===== config.mk =====
export PLATFORM = sky130hd
export DESIGN_NAME = byte_write_queue
export DESIGN_NICKNAME = d
export VERILOG_FILES = /design/src/rtl/byte_wq_pkg.sv /design/src/rtl/byte_write_queue.sv
export SDC_FILE = /design/constraint.sdc
export NUM_CORES = 1
export LEC_CHECK = 0
export ABC_AREA = 1
export CAP_MARGIN = 25
export CORE_MARGIN = 10
export CORE_UTILIZATION = 55
export CTS_CLUSTER_SIZE = 20
export DETAILED_ROUTE_END_ITERATION = 16
export PLACE_DENSITY_LB_ADDON = 0.2
export SYNTH_ARGS = -nofsm -noshare
export SYNTH_HDL_FRONTEND = slang
export SYNTH_SLANG_ARGS = --single-unit
export TNS_END_PERCENT = 20

===== constraint.sdc =====
create_clock -name clk -period 7 [get_ports clk]
set_input_delay 1.05 -clock clk [delete_from_list [all_inputs] [get_ports clk]]
set_output_delay 1.05 -clock clk [all_outputs]
set_load 0.01 [all_outputs]

===== src/rtl/byte_wq_pkg.sv =====
// Shared types and helpers for byte_write_queue.
// Entry fields are sized for the widest legal configuration
// (32-bit address, 32-bit word, 4 lanes); narrower builds use the low bits.
package byte_wq_pkg;

  localparam int unsigned WQ_MAX_ADDR_W = 32;
  localparam int unsigned WQ_MAX_DATA_W = 32;
  localparam int unsigned WQ_MAX_LANES  = 4;

  typedef struct packed {
    logic [WQ_MAX_ADDR_W-1:0] addr;
    logic [WQ_MAX_DATA_W-1:0] data;
    logic [WQ_MAX_LANES-1:0]  lane_valid;
  } wq_entry_t;

  function automatic int unsigned wq_lanes(input int unsigned data_w);
    return data_w / 8;
  endfunction

  function automatic int unsigned wq_lb(input int unsigned data_w);
    return $clog2(data_w / 8);
  endfunction

  // Active-low bit mask: lanes marked valid become 0 (written).
  function automatic logic [WQ_MAX_DATA_W-1:0] wq_lane_mask_n(
    input logic [WQ_MAX_LANES-1:0] lane_valid
  );
    logic [WQ_MAX_DATA_W-1:0] m;
    m = '1;
    for (int unsigned l = 0; l < WQ_MAX_LANES; l++) begin
      if (lane_valid[l]) m[l*8 +: 8] = '0;
    end
    return m;
  endfunction

endpackage


===== src/rtl/byte_write_queue.sv =====
// Byte-to-word write staging queue in front of a dual-port RAM write port.
// Ports: clk/rst_n; in_valid/in_ready/in_addr/in_data byte write input;
// wr_hold downstream stall; ADW/DI/MASK_N/WE/CEW masked word write out;
// level current entry count.
module byte_write_queue
  import byte_wq_pkg::*;
#(
  parameter int unsigned ADDR_WIDTH_W = 9,
  parameter int unsigned DATA_WIDTH_W = 16,
  parameter int unsigned FIFO_DEPTH   = 4,
  localparam int unsigned LB          = wq_lb(DATA_WIDTH_W),
  localparam int unsigned LVL_W       = $clog2(FIFO_DEPTH) + 1
) (
  input  logic                       clk,
  input  logic                       rst_n,
  input  logic                       in_valid,
  output logic                       in_ready,
  input  logic [ADDR_WIDTH_W+LB-1:0] in_addr,
  input  logic [7:0]                 in_data,
  input  logic                       wr_hold,
  output logic [ADDR_WIDTH_W-1:0]    ADW,
  output logic [DATA_WIDTH_W-1:0]    DI,
  output logic [DATA_WIDTH_W-1:0]    MASK_N,
  output logic                       WE,
  output logic                       CEW,
  output logic [LVL_W-1:0]           level
);

  localparam int unsigned      PTR_W     = $clog2(FIFO_DEPTH);
  localparam logic [LVL_W-1:0] DEPTH_LVL = LVL_W'(FIFO_DEPTH);

  wq_entry_t mem_q [FIFO_DEPTH];
  wq_entry_t mem_d [FIFO_DEPTH];
  wq_entry_t head;

  logic [PTR_W-1:0]        wr_ptr_q, wr_ptr_d;
  logic [PTR_W-1:0]        rd_ptr_q, rd_ptr_d;
  logic [PTR_W-1:0]        tail_ptr;
  logic [LVL_W-1:0]        count_q, count_d;
  logic                    we_q, we_d;
  logic [ADDR_WIDTH_W-1:0] adw_q, adw_d;
  logic [DATA_WIDTH_W-1:0] di_q, di_d;
  logic [DATA_WIDTH_W-1:0] mask_n_q, mask_n_d;

  logic [ADDR_WIDTH_W-1:0] in_word;
  logic [LB-1:0]           in_lane;
  logic [4:0]              byte_off;
  logic [1:0]              lane_idx;
  logic                    full, empty, accept, pop, tail_popped, merge, push;

  assign in_word  = in_addr[ADDR_WIDTH_W+LB-1:LB];
  assign in_lane  = in_addr[LB-1:0];
  assign byte_off = 5'({in_lane, 3'b000});
  assign lane_idx = 2'(in_lane);

  assign full     = (count_q == DEPTH_LVL);
  assign empty    = (count_q == '0);
  assign in_ready = !full;
  assign accept   = in_valid && !full;
  assign pop      = !empty && !wr_hold;
  assign tail_ptr = wr_ptr_q - PTR_W'(1);

  // The tail is leaving on this edge only when it is also the head.
  assign tail_popped = pop && (count_q == LVL_W'(1));
  assign merge = accept && !empty && !tail_popped &&
                 (mem_q[tail_ptr].addr == WQ_MAX_ADDR_W'(in_word));
  assign push  = accept && !merge;

  always_comb begin
    mem_d    = mem_q;
    wr_ptr_d = wr_ptr_q;
    rd_ptr_d = rd_ptr_q;
    we_d     = pop;
    adw_d    = adw_q;
    di_d     = di_q;
    mask_n_d = mask_n_q;
    head     = mem_q[rd_ptr_q];

    if (merge) begin
      mem_d[tail_ptr].data[byte_off +: 8]    = in_data;
      mem_d[tail_ptr].lane_valid[lane_idx]   = 1'b1;
    end

    if (push) begin
      mem_d[wr_ptr_q]                        = '0;
      mem_d[wr_ptr_q].addr                   = WQ_MAX_ADDR_W'(in_word);
      mem_d[wr_ptr_q].data[byte_off +: 8]    = in_data;
      mem_d[wr_ptr_q].lane_valid[lane_idx]   = 1'b1;
      wr_ptr_d                               = wr_ptr_q + PTR_W'(1);
    end

    // Unwritten lanes are stored as zero, so data passes straight to DI.
    if (pop) begin
      adw_d    = ADDR_WIDTH_W'(head.addr);
      di_d     = DATA_WIDTH_W'(head.data);
      mask_n_d = DATA_WIDTH_W'(wq_lane_mask_n(head.lane_valid));
      rd_ptr_d = rd_ptr_q + PTR_W'(1);
    end

    count_d = count_q + LVL_W'(push) - LVL_W'(pop);
  end

  always_ff @(posedge clk or negedge rst_n) begin
    if (!rst_n) begin
      wr_ptr_q <= '0;
      rd_ptr_q <= '0;
      count_q  <= '0;
      we_q     <= 1'b0;
      adw_q    <= '0;
      di_q     <= '0;
      mask_n_q <= '1;
    end else begin
      wr_ptr_q <= wr_ptr_d;
      rd_ptr_q <= rd_ptr_d;
      count_q  <= count_d;
      we_q     <= we_d;
      adw_q    <= adw_d;
      di_q     <= di_d;
      mask_n_q <= mask_n_d;
    end
  end

  // Entry storage needs no reset: count/pointers define validity.
  always_ff @(posedge clk) begin
    mem_q <= mem_d;
  end

  assign ADW    = adw_q;
  assign DI     = di_q;
  assign MASK_N = mask_n_q;
  assign WE     = we_q;
  assign CEW    = we_q;
  assign level  = count_q;

endmodule


* Yosys cells after proc, flatten, opt, wreduce, memory -nomap -nowiden
Cells that the tools add are included.
** Cells by class
- $add $sub $neg :: 6
- Order comparisons :: 7
- Equal/unequal tests :: 3
- Shift-type cells :: 2
- Multiplexer cells :: 29
- Bitwise logic cells :: 5
- Reduce and logical (&&, ||, !) cells :: 16
** Operators with widths (count)
- bitwise mux 272 bit :: 5
- demux 68 bit (select 2 bit) :: 6
- 2-to-1 mux 272 bit :: 2
- bitwise AND 272 bit :: 1
- binary-select mux 68 bit (select 2 bit) :: 2
- 2-to-1 mux 68 bit :: 4
- NOT 272 bit :: 1
- 2-to-1 mux 45 bit :: 2
- 2-to-1 mux 36 bit :: 2
- equality test 32 x 9 -> 1 bit :: 1
- variable shift 8 x 7 -> 32 bit (first input constant) :: 1
- variable part select 8 x 7 -> 32 bit :: 1
- 2-to-1 mux 8 bit :: 2
- logical AND 1 bit :: 10
- greater-or-equal comparator 3 bit (second input constant) :: 3
- NOT 2 -> 3 bit :: 3
- negation 4 -> 7 bit :: 1
- less-than comparator 3 x 1 -> 1 bit (second input constant) :: 2
- zero test 1 bit :: 5
- adder 2 x 1 -> 2 bit (second input constant) :: 2
- 2-to-1 mux 2 bit :: 2
- adder 3 x 1 -> 3 bit :: 1
- equality test 3 x 1 -> 1 bit (second input constant) :: 1
- equality test 3 bit (second input constant) :: 1
- other kinds (7) :: 7
** Storage, ports and cells
- Register bits after elaboration :: 321
- Bits of input ports :: 22
- Output and inout bits :: 47
- Logic and storage cells :: 87

* Logic depth before layout (Yosys ltp)
- Word-level depth :: 14
- Mapped depth :: 20
- Depth with buffers taken out :: 17

* Worst setup path before layout
OpenSTA, ideal clock, no wires.
- Path kind :: reg2reg
- Start point :: register wr_ptr_q[0]
- End point :: register count_q[2], in the netlist level[2]
- Library setup time :: 0.123 ns
- Data arrival time :: 5.271 ns
- Data required time :: 6.877 ns
- Slack :: 1.607 ns
- Cell stages (with the launch flop) :: 19
- Path buffers :: 4
- Clock period less this slack :: 5.393 ns
- Path through :: dfrtp_1 -> buf_6 -> inv_4 -> buf_6 -> ha_1 -> buf_2 -> nand3_1 -> nand2_1 -> o21ai_0 -> nor2_1 -> nand2_1 -> nor2_4 -> nand2_2 -> nand2_2 -> buf_2 -> inv_1 -> nor2_1 -> fa_1 -> xnor2_1
** Between the ends
- Cells in the longest elaborated chain, start to end :: 11
** RTL lines
- from (decl) :: RTL line byte_write_queue.sv:36 : logic [PTR_W-1:0] wr_ptr_q, wr_ptr_d;
- from (signal assigned) :: RTL line byte_write_queue.sv:113 : wr_ptr_q <= wr_ptr_d;
- subtractor 2 x 1 -> 2 bit :: RTL line byte_write_queue.sv:61 : assign tail_ptr = wr_ptr_q - PTR_W'(1);
- via tail_ptr[0] :: RTL line byte_write_queue.sv:38 : logic [PTR_W-1:0] tail_ptr;
- NOT 2 -> 3 bit (not written as such) :: RTL line byte_write_queue.sv:66 : (mem_q[tail_ptr].addr == WQ_MAX_ADDR_W'(in_word));
- binary-select mux 68 bit (select 2 bit) :: RTL line byte_write_queue.sv:66
- 2-to-1 mux 68 bit (not written as such) (2 in a row) :: RTL line byte_write_queue.sv:66
- equality test 32 x 9 -> 1 bit :: RTL line byte_write_queue.sv:66
- logical AND 1 bit :: RTL line byte_write_queue.sv:65 : assign merge = accept && !empty && !tail_popped &&
- zero test 1 bit :: RTL line byte_write_queue.sv:67 : assign push = accept && !merge;
- logical AND 1 bit :: RTL line byte_write_queue.sv:67
- via push :: RTL line byte_write_queue.sv:49 : logic full, empty, accept, pop, tail_popped, merge, push;
- adder 3 x 1 -> 3 bit :: RTL line byte_write_queue.sv:100 : count_d = count_q + LVL_W'(push) - LVL_W'(pop);
- subtractor 3 x 1 -> 3 bit :: RTL line byte_write_queue.sv:100
- via count_d[2] :: RTL line byte_write_queue.sv:39 : logic [LVL_W-1:0] count_q, count_d;
- to (signal assigned) :: RTL line byte_write_queue.sv:115 : count_q <= count_d;
- to (decl) :: RTL line byte_write_queue.sv:39
The timed path passes the listed nets, and every way through them passes these cells. The select of a mux whose other input is x is not followed.
A chain may end at the register's enable or synchronous reset.

* Worst setup path after layout
- Start point :: register wr_ptr_q[1]
- End point :: register mem_q[126] (netlist name), enable pin
** Between the ends
- Elaborated cells on any way between the ends :: 30
- Classes of those cells :: add/sub (1); order compare (2); eq/ne (1); mux (18); bitwise (4); reduce/logical (4)
** RTL lines
- subtractor 2 x 1 -> 2 bit :: RTL line byte_write_queue.sv:61
- NOT 2 -> 3 bit (not written as such) :: RTL line byte_write_queue.sv:66
- binary-select mux 68 bit (select 2 bit) :: RTL line byte_write_queue.sv:66
- 2-to-1 mux 68 bit (not written as such) (2 in a row) :: RTL line byte_write_queue.sv:66
- equality test 32 x 9 -> 1 bit :: RTL line byte_write_queue.sv:66
- logical AND 1 bit :: RTL line byte_write_queue.sv:65
- zero test 1 bit :: RTL line byte_write_queue.sv:67
- logical AND 1 bit :: RTL line byte_write_queue.sv:67
- via push :: RTL line byte_write_queue.sv:49
- 2-to-1 mux 272 bit :: RTL line byte_write_queue.sv:84 : if (push) begin
- to (signal assigned) :: RTL line byte_write_queue.sv:125 : mem_q <= mem_d;
- to (decl) :: RTL line byte_write_queue.sv:32 : wq_entry_t mem_q [FIFO_DEPTH];
The timed path passes the listed nets, and every way through them passes these cells. The select of a mux whose other input is x is not followed.

==> results.sh <==
export IMPL_status="finished, final reports clean"
export IMPL_synth_enable_flop_cells=128
export IMPL_worst_hold_path_endpoint="mem_q[1]$_DFF_P_"
export IMPL_hold_buffers=0
export IMPL_start_kind="flip-flop"
export IMPL_drive_gt1_share_pct=4.26
export IMPL_drcViolationCount=0
export IMPL_die_y_um=169
export IMPL_cts_tree="yes"
export IMPL_antenna_found_initial=1
export IMPL_skew_ns=0.0157
export IMPL_initialDrtViolationCount=886
export IMPL_final_antenna_net_count=0
export IMPL_slew_headroom_pct=34.5
export IMPL_final_setup_tns_ns=0
export IMPL_layout_common_cells="nand2_1, nor2_1, edfxtp_1"
export IMPL_crit_buf_inv=4
export IMPL_fin_crit_ns=4.66
export IMPL_syn_area_mm2=0.0123
export IMPL_fillers=1960
export IMPL_via_per_inst=5.47
export IMPL_die_width_um=169
export IMPL_min_from="mem_q[1]$_DFF_P_"
export IMPL_clkLatencyLatePin_ns=0.52
export IMPL_power_leakage_nw=5.92
export IMPL_synth_warnings=0
export IMPL_reg2reg_to="mem_q[126]$_DFFE_PP_"
export IMPL_slowest_delay_ns=0.61
export IMPL_die_area_mm2=0.0287
export IMPL_grt_pass1_wl_mm=48.7
export IMPL_min_period_over_period_pct=66.5
export IMPL_nNetsFinal=1610
export IMPL_syn_to_final_growth_pct=11.0
export IMPL_cap_violations=0
export IMPL_path_delay_family="simple AND/OR/NAND/NOR gates"
export IMPL_ir_drop_mv=0.286
export IMPL_cts_resized=0
export IMPL_r2r_start="wr_ptr_q[1]$_DFFE_PN0P_"
export IMPL_cp_max_fo=96
export IMPL_hpwl_mm=18.0
export IMPL_finalWeightedCongestion=0.811
export IMPL_finalHoldViolCount=0
export IMPL_h_tree_depth=1
export IMPL_first_global_vias=9352
export IMPL_r2r_cells=13
export IMPL_synthFlopType="edfxtp_1"
export IMPL_power_density_mw_per_mm2=469
export IMPL_gr_usage_all_layers_pct=20.3
export IMPL_cts_sinks=235
export IMPL_final_common_cell="nand2_1"
export IMPL_n_antenna_cell=0
export IMPL_drt_total_wl_mm=30.0
export IMPL_ys_ff_latch=235
export IMPL_root_buffer="clkbuf_16"
export IMPL_grt_overflow=0
export IMPL_hold_depth=2
export IMPL_ys_types=37
export IMPL_vias=10300
export IMPL_async_reset_ff_share_pct=14.9
export IMPL_end_kind="flip-flop"
export IMPL_rows=54
export IMPL_clock_fmax_mhz=215
export IMPL_cts_buffers=25
export IMPL_r2r_slack_ns=2.34
export IMPL_io_pin_count=69
export IMPL_drv_slew=0
export IMPL_power_total_mw=6.38
export IMPL_ys_seq_area_share_pct=50.2
export IMPL_synth_cells=1582
export IMPL_path_cells="inv_1 -> ha_1 -> inv_2 -> nand3_1 -> nand2_1 -> o21ai_0 -> nor2_1 -> nand2_1 -> nor2_4 -> nand2_4 -> nand2_4 -> inv_4 -> buf_12"
export IMPL_io_buffers=68
export IMPL_ctsLongestPathBuffers=3
export IMPL_tightest_slew_ns=0.982
export IMPL_cpMaxStageDelayCell="ha_1"
export IMPL_hp_class="reg2reg"
export IMPL_synth_area_per_cell_um2=7.75
export IMPL_setup_viol=0
export IMPL_worstSetupPathType="reg2reg"
export IMPL_core_area_mm2=0.0219
export IMPL_drtPass1Iterations=6
export IMPL_grt_setup_unrepaired="no"
export IMPL_mappedNetlistNets=1614
export IMPL_wl_per_cell_um=16.0
export IMPL_clk_pin_slew_worst_paths_ns=0.06
export IMPL_start_util_pct=56.0
export IMPL_cp_data_arrival_time_ns=4.81
export IMPL_post_cts_buffers=0
export IMPL_grt_max_degree=97
export IMPL_utilization_pct=62.2
export IMPL_critical_path_required_ns=7.15
[kinds of logic (layout without fill, tap and decap cells)]
logic type	after synthesis	after routing	share of synthesized area (%)
simple gates	848	848	27.0
compound gates	260	260	12.0
flops	235	235	50.2
buf+inv	207	221	7.90
mux	16	16	1.31
fa+ha+maj	10	10	1.08
xor+xnor	6	6	0.428
[worst register-to-register path: stages (launching register included)]
cell,delay [ns]
dfrtp_1,0.46
inv_1,0.15
ha_1,0.61
inv_2,0.22
nand3_1,0.13
nand2_1,0.07
o21ai_0,0.16
nor2_1,0.09
nand2_1,0.13
nor2_4,0.08
nand2_4,0.52
nand2_4,0.57
inv_4,0.59
buf_12,0.46
[cell usage after synthesis (11+ instances only)]
| master | n | share of area, % |
|---|---|---|
| a21oi_1 | 22 | 0.90 |
| buf_2 | 20 | 0.82 |
| inv_1 | 93 | 2.8 |
| buf_1 | 11 | 0.34 |
| nand3_1 | 33 | 1.3 |
| nand2_1 | 523 | 16 |
| mux2i_1 | 16 | 1.3 |
| clkbuf_1 | 49 | 1.5 |
| o211ai_1 | 17 | 1.0 |
| o21ai_0 | 86 | 3.5 |
| dfxtp_1 | 72 | 12 |
| buf_6 | 13 | 1.2 |
| nor2_1 | 267 | 8.2 |
| a31oi_1 | 27 | 1.4 |
| o21ai_1 | 70 | 2.9 |
| buf_4 | 18 | 1.1 |
| a211oi_1 | 36 | 2.2 |
| dfrtp_1 | 33 | 6.7 |
| edfxtp_1 | 128 | 31 |
[how the worst max path moves through the flow]
stage,start,to,slack (ns),depth (start not counted)
floorplan,wr_ptr_q[0]$_DFFE_PN0P_,level[2]$_DFF_PN0_,1.61,18
global placement,in_addr[9],mem_q[0]$_DFF_P_,2.31,15
detailed placement,in_addr[9],mem_q[0]$_DFF_P_,2.26,15
CTS,wr_ptr_q[1]$_DFFE_PN0P_,mem_q[0]$_DFF_P_,2.40,16
global route,wr_ptr_q[1]$_DFFE_PN0P_,mem_q[11]$_DFF_P_,1.99,16
finish,wr_ptr_q[1]$_DFFE_PN0P_,mem_q[126]$_DFFE_PP_,2.34,13
[sequential cells by signal, summed over array words and instances, names as in the netlist]
| register | count |
|---|---|
| mem_q | 200 |
| DI | 16 |
| ADW | 9 |
| level | 3 |
| MASK_N | 2 |
| rd_ptr_q | 2 |
| wr_ptr_q | 2 |
| CEW | 1 |
[per-layer routing]
layer | GRT usage [%] | vias up | wire, um
met3 | 3.13 | 52 | 2270
li1 | - | 5129 | -
met1 | 27.7 | 4740 | 13500
met5 | 0 | - | 13
met4 | 5.55 | 2 | 627
met2 | 32.9 | 348 | 13500
[final cells by class]
type                            count  area, um2  share of cell area (%)
Sequential cell                   235       6160                    45.3
Inverter                           96        365                    2.68
Clock inverter                      5       48.8                   0.358
Timing Repair Buffer               80        790                    5.80
Tap cell                          280        350                    2.57
Multi-Input combinational cell   1140       5160                    37.9
Clock buffer                       40        742                    5.45
[stage by stage]
| stage | cells | worst slack (ns) | hold WS (ns) | instance area [um2] |
|---|---|---|---|---|
| after floorplan | 1582 | 1.61 | 0.434 | 12300 |
| after global placement | 1828 | 2.31 | 0.447 | 12800 |
| after detailed placement | 1829 | 2.26 | 0.450 | 12800 |
| after CTS | 1874 | 2.40 | 0.466 | 13600 |
| after global routing | 1876 | 1.99 | 0.510 | 13600 |
| final | 1876 | 2.34 | 0.471 | 13600 |
[report_power, final]
group          internal [mW]  switching (mW)  total [mW]
Combinational          0.985            1.70        2.68
Clock                  0.758           0.533        1.29
Sequential              2.08           0.328        2.41
(Power assumes the default switching activity.)
